## src/rtl/pong_game_ctrl.sv

```systemverilog
// pong_game_ctrl: game sequencer for two-player pong (scores, ball freeze, delay timer).
// Every output except gra_still is registered, so there is no combinational path from pts to the scores.
module pong_game_ctrl #(
    parameter logic [7:0]  WIN_SCORE   = 8'h07,
    parameter int unsigned DELAY_TICKS = 120
) (
    input  logic       clk,
    input  logic       reset,
    input  logic       refresh_tick,
    input  logic [3:0] btn,
    input  logic       pts_1,
    input  logic       pts_2,
    output logic       gra_still,
    output logic [7:0] score1,
    output logic [7:0] score2,
    output logic [1:0] game_state,
    output logic       winner,
    output logic       point_strobe
);
    typedef enum logic [1:0] {NEWGAME = 2'b00, PLAY = 2'b01, NEWBALL = 2'b10, OVER = 2'b11} state_t;

    localparam logic [7:0] DELAY = 8'(DELAY_TICKS);

    state_t     state, state_n;
    logic [7:0] timer, timer_n, score1_n, score2_n, inc1, inc2;
    logic       winner_n, strobe_n, btn_any_d, press, timer_done;

    // 8'h99 saturates rather than wrapping to 8'h00
    function automatic logic [7:0] bcd_inc(input logic [7:0] x);
        logic [3:0] tens;
        tens = x[7:4] + 4'd1;
        if (x == 8'h99) return x;
        if (x[3:0] == 4'd9) return {tens, 4'd0};
        return {x[7:4], x[3:0] + 4'd1};
    endfunction

    assign press      = (|btn) & ~btn_any_d;
    assign timer_done = timer == 8'd0;
    assign inc1       = bcd_inc(score1);
    assign inc2       = bcd_inc(score2);
    assign gra_still  = state != PLAY;
    assign game_state = state;

    always_ff @(posedge clk) begin
        if (reset) begin
            state        <= NEWGAME;
            score1       <= 8'h00;
            score2       <= 8'h00;
            timer        <= 8'd0;
            winner       <= 1'b0;
            point_strobe <= 1'b0;
            btn_any_d    <= 1'b0;
        end else begin
            state        <= state_n;
            score1       <= score1_n;
            score2       <= score2_n;
            timer        <= timer_n;
            winner       <= winner_n;
            point_strobe <= strobe_n;
            btn_any_d    <= |btn;
        end
    end

    always_comb begin
        state_n  = state;
        score1_n = score1;
        score2_n = score2;
        timer_n  = (refresh_tick && !timer_done) ? timer - 8'd1 : timer;
        winner_n = winner;
        strobe_n = 1'b0;
        case (state)
            NEWGAME: if (press) begin
                state_n  = PLAY;
                score1_n = 8'h00;
                score2_n = 8'h00;
            end
            // player 1 wins ties between simultaneous pts inputs
            PLAY: if (pts_1) begin
                score1_n = inc1;
                strobe_n = 1'b1;
                timer_n  = DELAY;
                winner_n = 1'b0;
                state_n  = (inc1 == WIN_SCORE) ? OVER : NEWBALL;
            end else if (pts_2) begin
                score2_n = inc2;
                strobe_n = 1'b1;
                timer_n  = DELAY;
                winner_n = inc2 == WIN_SCORE;
                state_n  = (inc2 == WIN_SCORE) ? OVER : NEWBALL;
            end
            NEWBALL: if (timer_done && press) state_n = PLAY;
            OVER: if (timer_done) begin
                state_n  = NEWGAME;
                winner_n = 1'b0;
            end
        endcase
    end
endmodule

```

## config.mk

```make
export PLATFORM = sky130hd
export DESIGN_NAME = pong_game_ctrl
export DESIGN_NICKNAME = d
export VERILOG_FILES = /design/src/rtl/pong_game_ctrl.sv
export SDC_FILE = /design/constraint.sdc
export NUM_CORES = 1
export LEC_CHECK = 0
export ABC_AREA = 1
export CORE_MARGIN = 3
export CORE_UTILIZATION = 45
export DETAILED_ROUTE_END_ITERATION = 8
export PLACE_DENSITY = 0.7
export REMOVE_ABC_BUFFERS = 1
export SLEW_MARGIN = 15
export SYNTH_ARGS = -nofsm -noshare
export SYNTH_HDL_FRONTEND = slang
export SYNTH_SLANG_ARGS = --single-unit
export TNS_END_PERCENT = 5
```

## constraint.sdc

```tcl
create_clock -name clk -period 1.9 [get_ports clk]
set_input_delay 0.19 -clock clk [delete_from_list [all_inputs] [get_ports clk]]
set_output_delay 0.19 -clock clk [all_outputs]
set_load 0.02 [all_outputs]
```

==> flow_summary.toml <==
[route]
drt-pass1-iter-count = 4
post_drt_wl_per_cell_um = 11.2
detailroute.via_count = 1740
drc = 0
viasPerCell = 4.93
initial_drt_markers = 190
final_antenna_net_count = 0
finalWirelength_um = 3970

[placed_design]
dp.final_hpwl_um = 2940
routabilityCongestion = 0.864
port_buffers = 29
placed_cells_incl_taps = 345

[die]
die_span_in_y_um = 67.9
design.portCount = 30
core-area_um2 = 3520
floorplan.die_area_um2 = 4620
die_width_um = 67.9
floorplan.initialDensity_pct = 49.0
floorplan.rows = 21

[cts]
cts.hold.buffers_added = 0
clkLatencyLatePin_ns = 0.28
cts.root.buffer_cell = "clkbuf_8"
tritoncts_clock_tree = "built"
clk_pin_slew_ns = 0.06
ctsHtreeMaxLevel = 2
cts_max_path_buffers = 2
cts.sink_count = 29
cts_made_buffers = 5
postCtsSetupRepairBufs = 0

[grt]
first_global_vias = 1479
global_route_wire_length_before_repair_um = 6690
gr-usage-all-layers_pct = 18.9
gr-total-overflow = 0
grt_max_degree = 23
number_of_antenna_violations_at_the_first_check_in_global_routing = 0

[timing]
final_max_slew_viol_count = 0
final_hold_viol_count = 0
rsz_0062_raised_after_global_routing = "false"
clock_skew_ns = 0.00294
worst-slew-pin-transition_ns = 0.302
slew_headroom_pct = 79.8
tns_ns = 0
finalSetupViolations = 0
fmaxAchievable_mhz = 582
final_min_period_over_clock_period_pct = 90.5
final_period_minus_worst_setup_slack_ns = 1.72

[synth]
synth.ff_latch_count = 29
syn_area_per_cell_um2 = 6.44
synth_seq_area_share_pct = 33.6
unique_cell_type_count_in_the_yosys_netlist = 23
synth_warnings = 0
netlist_area_um2 = 1730
syn_inst = 268

[layout]
layout-area-overhead-vs-synth_pct = 29.3
instances_no_fill = 353
final_cell_mix = "nand2_1, inv_1, clkdlybuf4s50_1"
layout-drive-gt1-share_pct = 9.77
antenna_cells_inserted = 0
nNetsFinal = 321
fillcell_total = 334
most_common_library_cell_in_the_layout_ignoring_fill_and_taps = "nand2_1"

[min_path]
hold_path.class = "register to register"

[pwr]
p_leak_nw = 0.953
largest_voltage_drop_on_the_vdd_net_mv = 1.35
power.density_cell_area_nw_per_um2 = 1160
p_total_mw = 2.60

[setup_path]
timing.setup.critical_path_class = "register to output port"
critPathMaxFanout = 8
critical_path_data_arrival_time_ns = 1.53
crit_required_ns = 1.71
crit_path_end_kind = "output port"
start_kind = "register"

[run_status]
status = "finished, final reports clean"

[flow_run]
drv_cap = 0
flip-flops by register name, summed over array words and instances, names as in the netlist:
name,cells
btn_any_d,1
game_state,2
point_strobe,1
score1,8
score2,8
timer,8
winner,1
through the flow:
| step | util [%] | cell area [um2] | hold slack, ns | worst slack, ns |
|---|---|---|---|---|
| global placement | 59.6 | 2100 | 0.449 | 0.266 |
| floorplan | - | 1720 | 0.252 | 0.388 |
| detailed placement | 59.6 | 2100 | 0.452 | 0.213 |
| finish | 63.4 | 2230 | 0.461 | 0.181 |
| CTS | 63.4 | 2230 | 0.462 | 0.0627 |
| global route | 63.4 | 2230 | 0.480 | 0.0654 |
kinds of logic after synthesis:
group                      Yosys count  synth area share, %
adders and majority gates            6                 4.35
AOI/OAI and AO/OA                   40                 12.9
and+or+nand+nor                    149                 39.0
DFF                                 29                 33.6
buffers and inverters               42                 9.13
xor gates and xnor gates             2                 1.01
layout make-up:
type                            instances  area [um2]  share of cell area, %
Clock inverter                          3        65.1                   2.91
Tap cell                               46        57.6                   2.58
Sequential cell                        29         582                   26.1
Inverter                               40         150                   6.73
Clock buffer                            5        68.8                   3.08
Multi-Input combinational cell        197         988                   44.3
Timing Repair Buffer                   33         320                   14.3
path summary, 6_finish.rpt:
check,start,to,slack [ns],cells after the start
max,game_state[0]$_SDFFE_PP0P_,gra_still,0.18,4
max reg2reg,timer[0]$_SDFF_PP0_,timer[6]$_SDFF_PP0_,0.23,12
min reg2reg,timer[0]$_SDFF_PP0_,timer[0]$_SDFF_PP0_,0.46,2
min,timer[0]$_SDFF_PP0_,timer[0]$_SDFF_PP0_,0.46,2
per-layer routing:
metal	routed length (um)	vias to the layer above	part of all wire, %	track usage (%)
li1	-	940	-	-
met1	2010	758	51	27.0
met2	1710	40	43	26.5
met3	235	2	5.9	6.73
met4	19	0	0.48	5.46
met5	0	-	0	0
where the power goes:
group | internal, mW | switching [mW] | leakage [nW]
combinational | 0.377 | 0.609 | 0.648
sequential | 0.729 | 0.120 | 0.237
clock | 0.521 | 0.240 | 0.0681
total | 1.63 | 0.969 | 0.953
synth_stat cells, drive strengths merged:
cell,count,share of area [%]
a211oi,3,1.3
nand4,8,2.9
inv,40,8.7
nand3,24,7.0
clkbuf,2,0.43
nor2,34,9.3
ha,6,4.3
nand3b,4,1.7
o31ai,1,0.43
o21ai,10,2.9
dfxtp,29,34
o211ai,1,0.43
nor3b,1,0.72
nand2,78,17
a31oi,2,0.72
xor2,2,1.0
a21oi,23,7.1
worst max-delay path, cell delays in order (launching register included):
cell             delay, ns
dfxtp_1               0.36
inv_2                 0.07
nor2_4                0.18
inv_2                 0.10
clkdlybuf4s50_1       0.55
repair_timing:
item / 4_1_cts / 5_1_grt
hold endpoints to repair: 0 / 0
gates resized for setup: 0 / 1
setup endpoints to repair: 0 / 1
(Power assumes the default switching activity.)
